==> src/rtl/fb_update_ctrl.sv <==
// Framebuffer refresh sequencer: filters image select, waits for vblank, optional clear pass (FB_CLEAR_EN), starts copier.
// Latency: vblank sample to copy_start is 1 cycle, FB_WORDS+1 cycles with FB_CLEAR_EN.
// Backpressure: none; waits on the copy_done level and aborts after TIMEOUT_CYC cycles.
module fb_update_ctrl #(
    parameter int         FB_WORDS    = 76800,
    parameter int         ADDR_W      = 19,
    parameter int         SEL_W       = 2,
    parameter int         STABLE_CYC  = 16,
    parameter int         TIMEOUT_CYC = 1 << 20,
    parameter logic [7:0] CLEAR_COLOR = 8'h00
) (
    input  logic              clk,
    input  logic              reset,
    input  logic [SEL_W-1:0]  sel_in,
    input  logic              vblank,
    input  logic              copy_done,
    output logic              copy_start,
    output logic [SEL_W-1:0]  copy_sel,
    output logic [ADDR_W-1:0] clr_wraddr,
    output logic [7:0]        clr_data,
    output logic              clr_wren,
    output logic              wr_mux_clr,
    output logic              display_hold,
    output logic              busy,
    output logic              timeout_err
);

    localparam int SCW = $clog2(STABLE_CYC + 1);
    localparam int TW  = $clog2(TIMEOUT_CYC + 1);

    typedef enum logic [2:0] {
        IDLE      = 3'd0,
        WAIT_VB   = 3'd1,
        CLEAR     = 3'd2,
        START     = 3'd3,
        WAIT_LOW  = 3'd4,
        WAIT_DONE = 3'd5,
        FIN       = 3'd6
    } state_t;

    state_t           state, state_nxt;
    logic [SEL_W-1:0] sel_meta, sel_sync, stab_val, next_sel;
    logic [SCW-1:0]   stab_cnt;
    logic [TW-1:0]    tmo_cnt;
    logic             pending, pwr_load;
    logic             accept, capture, finish, tmo_hit, tmo_last, clr_last;

    assign accept   = (sel_sync == stab_val) && (stab_cnt == SCW'(STABLE_CYC - 1));
    assign tmo_last = (tmo_cnt == TW'(TIMEOUT_CYC - 1));

    // Switch synchronizer and stability filter; stab_cnt saturates so accept fires once per hold.
    always_ff @(posedge clk or negedge reset) begin
        if (!reset) begin
            sel_meta <= '0;
            sel_sync <= '0;
            stab_val <= '0;
            stab_cnt <= SCW'(STABLE_CYC);
        end else begin
            sel_meta <= sel_in;
            sel_sync <= sel_meta;
            if (sel_sync != stab_val) begin
                stab_val <= sel_sync;
                stab_cnt <= SCW'(1);
            end else if (stab_cnt != SCW'(STABLE_CYC)) begin
                stab_cnt <= stab_cnt + SCW'(1);
            end
        end
    end

    // An accepted value is compared with whatever the display will show after this cycle.
    always_ff @(posedge clk or negedge reset) begin
        if (!reset) begin
            pending  <= 1'b1;
            pwr_load <= 1'b1;
            next_sel <= '0;
            copy_sel <= '0;
        end else begin
            if (capture) begin
                copy_sel <= next_sel;
                pwr_load <= 1'b0;
            end
            if (accept) begin
                next_sel <= stab_val;
                pending  <= (stab_val != (capture ? next_sel : copy_sel)) || (pwr_load && !capture);
            end else begin
                if (pwr_load)
                    next_sel <= sel_sync;
                if (capture)
                    pending <= 1'b0;
            end
        end
    end

    always_ff @(posedge clk or negedge reset) begin
        if (!reset)
            state <= IDLE;
        else
            state <= state_nxt;
    end

    always_comb begin
        state_nxt = state;
        capture   = 1'b0;
        finish    = 1'b0;
        tmo_hit   = 1'b0;
        case (state)
            IDLE:      if (pending) state_nxt = WAIT_VB;
            WAIT_VB: begin
                if (vblank) begin
                    capture = 1'b1;
`ifdef FB_CLEAR_EN
                    state_nxt = CLEAR;
`else
                    state_nxt = START;
`endif
                end
            end
`ifdef FB_CLEAR_EN
            CLEAR:     if (clr_last) state_nxt = START;
`endif
            START:     state_nxt = WAIT_LOW;
            WAIT_LOW: begin
                if (tmo_last) begin
                    tmo_hit   = 1'b1;
                    state_nxt = IDLE;
                end else if (!copy_done) begin
                    state_nxt = WAIT_DONE;
                end
            end
            WAIT_DONE: begin
                if (copy_done) begin
                    finish    = 1'b1;
                    state_nxt = FIN;
                end else if (tmo_last) begin
                    tmo_hit   = 1'b1;
                    state_nxt = IDLE;
                end
            end
            FIN:       state_nxt = pending ? WAIT_VB : IDLE;
            default:   state_nxt = IDLE;
        endcase
    end

    always_ff @(posedge clk or negedge reset) begin
        if (!reset) begin
            tmo_cnt      <= '0;
            busy         <= 1'b1;
            display_hold <= 1'b1;
            timeout_err  <= 1'b0;
        end else begin
            if (state == WAIT_LOW || state == WAIT_DONE)
                tmo_cnt <= tmo_cnt + TW'(1);
            else
                tmo_cnt <= '0;
            if (finish || tmo_hit)
                busy <= 1'b0;
            else if (state_nxt == WAIT_VB)
                busy <= 1'b1;
            if (capture)
                display_hold <= 1'b1;
            else if (finish || tmo_hit)
                display_hold <= 1'b0;
            if (tmo_hit)
                timeout_err <= 1'b1;
        end
    end

    assign copy_start = (state == START);
    assign clr_data   = CLEAR_COLOR;

`ifdef FB_CLEAR_EN
    logic [ADDR_W-1:0] clr_addr;

    assign clr_last = (clr_addr == ADDR_W'(FB_WORDS - 1));

    always_ff @(posedge clk or negedge reset) begin
        if (!reset)
            clr_addr <= '0;
        else if (state == CLEAR)
            clr_addr <= clr_last ? '0 : clr_addr + ADDR_W'(1);
    end

    assign clr_wraddr = clr_addr;
    assign clr_wren   = (state == CLEAR);
    assign wr_mux_clr = (state == CLEAR);
`else
    assign clr_last   = 1'b0;
    assign clr_wraddr = '0;
    assign clr_wren   = 1'b0;
    assign wr_mux_clr = 1'b0;
`endif

endmodule
==> config.mk <==
export PLATFORM = sky130hd
export DESIGN_NAME = fb_update_ctrl
export DESIGN_NICKNAME = d
export VERILOG_FILES = /design/src/rtl/fb_update_ctrl.sv
export SDC_FILE = /design/constraint.sdc
export NUM_CORES = 1
export LEC_CHECK = 0
export BUFFER_PORTS_ARGS = -buffer_cell sky130_fd_sc_hd__buf_2
export CAP_MARGIN = 20
export CELL_PAD_IN_SITES_DETAIL_PLACEMENT = 0
export CELL_PAD_IN_SITES_GLOBAL_PLACEMENT = 2
export CORE_MARGIN = 2
export CORE_UTILIZATION = 37
export CTS_CLUSTER_DIAMETER = 50
export CTS_CLUSTER_SIZE = 28
export DETAILED_ROUTE_END_ITERATION = 16
export GPL_ROUTABILITY_DRIVEN = 1
export PLACE_DENSITY_LB_ADDON = 0.12
export SLEW_MARGIN = 20
export SYNTH_ARGS = -nofsm -noshare
export SYNTH_HDL_FRONTEND = slang
export SYNTH_SLANG_ARGS = --single-unit
==> constraint.sdc <==
create_clock -name clk -period 3.9 [get_ports clk]
set_input_delay 0.39 -clock clk [delete_from_list [all_inputs] [get_ports clk]]
set_output_delay 0.39 -clock clk [all_outputs]
set_load 0.01 [all_outputs]
# Word-level counts from Yosys, hierarchy flattened
# Index checks and enable logic that the tools add are counted.
[word_totals]
reg_bits = 44
latchBits = 0
mem_bits_rw = 0
rom_bits = 0
mem_count = 0
[op_classes]
n_addsub = 2
multipliers = 0
div = 0
order_cmp = 0
eq_ne = 12
shifts = 0
mux = 27
bitwise_logic = 0
reduce_logical = 12
[op_table]
columns = ["cell", "n"]
rows = [
  ["$add 21x1->21 const B", 1],
  ["$eq 21x20->1 const B", 1],
  ["$mux 21", 1],
  ["$mux 3", 6],
  ["$pmux 3 s6", 1],
  ["$mux 1", 13],
  ["$mux 5", 2],
  ["$reduce_bool 2->1", 5],
  ["$eq 3x3->1 const B", 3],
  ["$eq 3x1->1 const B", 2],
  ["$mux 2", 3],
  ["$add 5x1->5 const B", 1],
  ["$eq 5x4->1 const B", 1],
  ["$ne 5x5->1 const B", 1],
  ["$ne 2x2->1", 2],
  ["$eq 3x2->1 const B", 1],
  ["$logic_not 3->1", 1],
  ["$logic_or 1x1->1", 3],
  ["$eq 2x2->1", 1],
  ["$logic_and 1x1->1", 2],
  ["$pmux 1 s2", 1],
  ["$logic_not 1->1", 1],
]

# Logic depth before layout (Yosys ltp)
[logic_depth]
depth_word = 7
depth_mapped = 6
depth_no_buf = 5

# Worst setup path after synthesis
# OpenSTA, ideal clock, no wires.
[synth_timing]
path_kind = "reg2reg"
from = "register tmo_cnt[0]"
to = "register tmo_cnt[18]"
setup_ns = 0.078
arrival_time_ns = 1.755
setup_slack_ns = 2.067
stages_incl_launch_ff = 7
path_cell_list = "dfrtp_1 -> ha_1 -> nand3_1 -> or4_1 -> clkbuf_2 -> or3_1 -> a21oi_1"
[synth_between]
elab_chain_cells = 2
[synth_lines]
columns = ["element", "line_no", "rtl"]
rows = [
  ["start, declared", "44", "logic [TW-1:0] tmo_cnt;"],
  ["start signal, assigned", "152", "tmo_cnt <= tmo_cnt + TW'(1);"],
  ["$add 21x1->21", "152", ""],
  ["$mux 21", "151", "if (state == WAIT_LOW || state == WAIT_DONE)"],
]
# Every way passes these cells.
# A chain may end at the register's enable or synchronous reset.

# Worst setup path in the final report
# Ends and elaborated chain as after synthesis.

==> impl_metrics.ini <==
[clock_tree]
worstSkewPairLatency_ps = 290
htree_levels = 2
cts-resized-gates = 0
holdBufCountCts = 0
numCtsBuffers = 5
root_buffer = clkbuf_8
cts_setup_buffers = 0
clk_pin_slew_ps = 90
cts_tree = built
clockBufferDepth = 2
cts_sinks = 44

[cells_and_area]
layout_common_cells = 39 x dfrtp_1, 29 x conb_1, 21 x nor2_1
nets = 243
area_growth_pct = 6.24
final_common_cell = dfrtp_1
diodes = 0
drive_gt1_frac = 0.128
fillCellCount = 578

[power_and_ir_drop]
combPwrFrac = 0.148
max-vdd-ir-drop_v = 0.000201
netSwitchingFraction = 0.270
powerDensity_nw_per_um2 = 458
p_leak_nw = 1.10
p_switching_w = 0.000297
clkPwrFrac = 0.372
seqPwrFrac = 0.480
p_int_w = 0.000804

[drt]
viasPerCell = 4.74
met1_length_mm = 1.90
highest_layer = met4
wirelength_mm = 3.95
dr.pass1.iters = 4
drcViolationCount = 0
wl_per_cell_um = 12.8
wl_met2_mm = 1.89
antenna_left = 0
vias = 1464
drt_iter0_drc = 77
route.met3.wl_um = 139

[logic_synthesis]
synth_compound_area_frac = 0.0680
avgSynthCellArea_um2 = 10.2
synthAdderAreaFrac = 0.0221
synthMuxAreaShare = 0.0331
synthFlopType = dfrtp_1
ys_seq_elements = 44
synth_top_family_by_area = simple AND/OR/NAND/NOR gates
synth_area_um2 = 2260
postSynth.asyncResetShare = 1.00
yosys.area_share.simple = 0.183
synth_xor_area_frac = 0.0851
synth_cells = 223
synth_edf_count = 0
ys_seq_area_frac = 0.489
ys_types = 40
yosys_warnings = 0

[floorplan]
ios = 41
die_w_um = 82.2
core_um2 = 5920
dieArea_um2 = 6760
die_h_um = 82.2
core.rowCount = 28
initial_core_util = 0.383

[setup_path]
timing.setup.critical_path_class = reg -> reg
required_ps = 4100
end_kind = register
arrival_ps = 2230
reg2reg_slack_ps = 1860
worstPathMaxFanout = 8
startpoint_type = register
r2r_cells = 5

[place]
pre_cts_ws_ps = 1900
post-dp-hpwl_mm = 2.83
routabilityCongestion = 0.736
numPortBuffers = 11

[timing]
fin_ws_ps = 1860
holdWs_ps = 190
fin_crit_sh = 0.522
fmax_mhz = 491
finClkSkew_ps = 10.5
worst_slew_pin_slew_ps = 991
rsz0062_at_grt = no
period_needed_ps = 2040
setup-violations-final = 0
tns_ps = 0
final_hold_viol_count = 0
final_max_slew_viol_count = 0
relSlewSlack = 0.340

[global_routing]
grt_pass1_vias = 1448
grt_usage = 0.130
grt_pass1_wl_mm = 6.62
grt_max_degree = 45
overflow = 0
antenna_found_initial = 0

[run]
cap_violations = 0

[run_status]
outcome = finished clean

[worst_hold_path]
whs_path_depth = 1
hold_path_class = in -> reg
cell usage after synthesis, types with 2 or more instances:
library cell  number  share of area
and4_1             2         0.0077
ha_1               4          0.022
nor3_1             4         0.0088
dfrtp_1           39           0.43
nand2b_1           2         0.0055
nand3_1            7          0.015
mux2i_1            3          0.013
o21ai_0            7          0.015
a41o_1             2         0.0088
or3_1              4          0.011
clkbuf_1           6         0.0099
and2_1             3         0.0083
nor2_1            21          0.035
o21bai_1           2         0.0066
mux2_2             4          0.020
and3_1             3         0.0083
xnor2_1           12          0.046
a31oi_1            2         0.0055
nand4_1            7          0.019
inv_1              6         0.0099
nand2_1           15          0.025
buf_4             29          0.096
o211ai_1           2         0.0066
dfstp_2            5          0.058
a21oi_1            8          0.018
xor2_1            10          0.039
power groups by stage:
stage / clock network (W) / registers [W] / logic, W
CTS: 0.000424 / 0.000528 / 0.000167
finish: 0.000409 / 0.000529 / 0.000163
detailed placement: 0 / 0.000537 / 0.000166
floorplan: 0 / 0.000531 / 0.000142
global route: 0.000442 / 0.000536 / 0.000189
global placement: 0 / 0.000535 / 0.000163
flip-flops by register name, indices dropped and copies added (netlist names), 2 cells and up:
register	flops
copy_sel	2
next_sel	2
stab_cnt	5
tmo_cnt	21
sel_sync	2
state	3
stab_val	2
sel_meta	2
worst max-delay path, cell delays in order, from the launching register on:
cell and delay (ps):
dfrtp_1 400, ha_1 220, nand3_1 130, or4_1 680, or3_1 360, a21oi_1 140
through the flow:
stage	total power [W]	cells	instance area [um^2]	utilization
after floorplan	0.000673	251	2370	-
after global placement	0.000697	301	2270	0.384
after detailed placement	0.000703	301	2270	0.384
final	0.00110	309	2410	0.406
after global routing	0.00117	309	2410	0.406
after CTS	0.00112	309	2410	0.406
metal layers:
layer,track usage,vias up
met1,0.161,712
met3,0.0391,2
li1,-,719
met2,0.215,31
met4,0.0450,0
met5,0,-
worst paths after layout:
kind	startpoint	endpoint
max in group asynchronous	reset	tmo_cnt[18]
hold / removal	sel_in[0]	sel_meta[0]
min in group asynchronous	reset	sel_meta[0]
hold reg to reg	sel_meta[1]	sel_sync[1]
setup reg to reg	tmo_cnt[0]	tmo_cnt[18]
setup / recovery	tmo_cnt[0]	tmo_cnt[18]
logic make-up after synthesis:
family	after synthesis
compound gates	25
other cells	1
simple gates	78
buf+inv	42
flops	44
mux	7
xor+xnor	22
fa+ha+maj	4
area by class of cell:
class	instances	area, um^2	area share
clock inverter	2	60.1	0.0250
inverter	6	22.5	0.00936
timing repair buffer	11	55.1	0.0229
sequential	44	1110	0.460
multi-input combinational	165	995	0.413
clock buffer	6	72.6	0.0302
tap	75	93.8	0.0390
No activity file was read; power rests on OpenSTA's default activity.
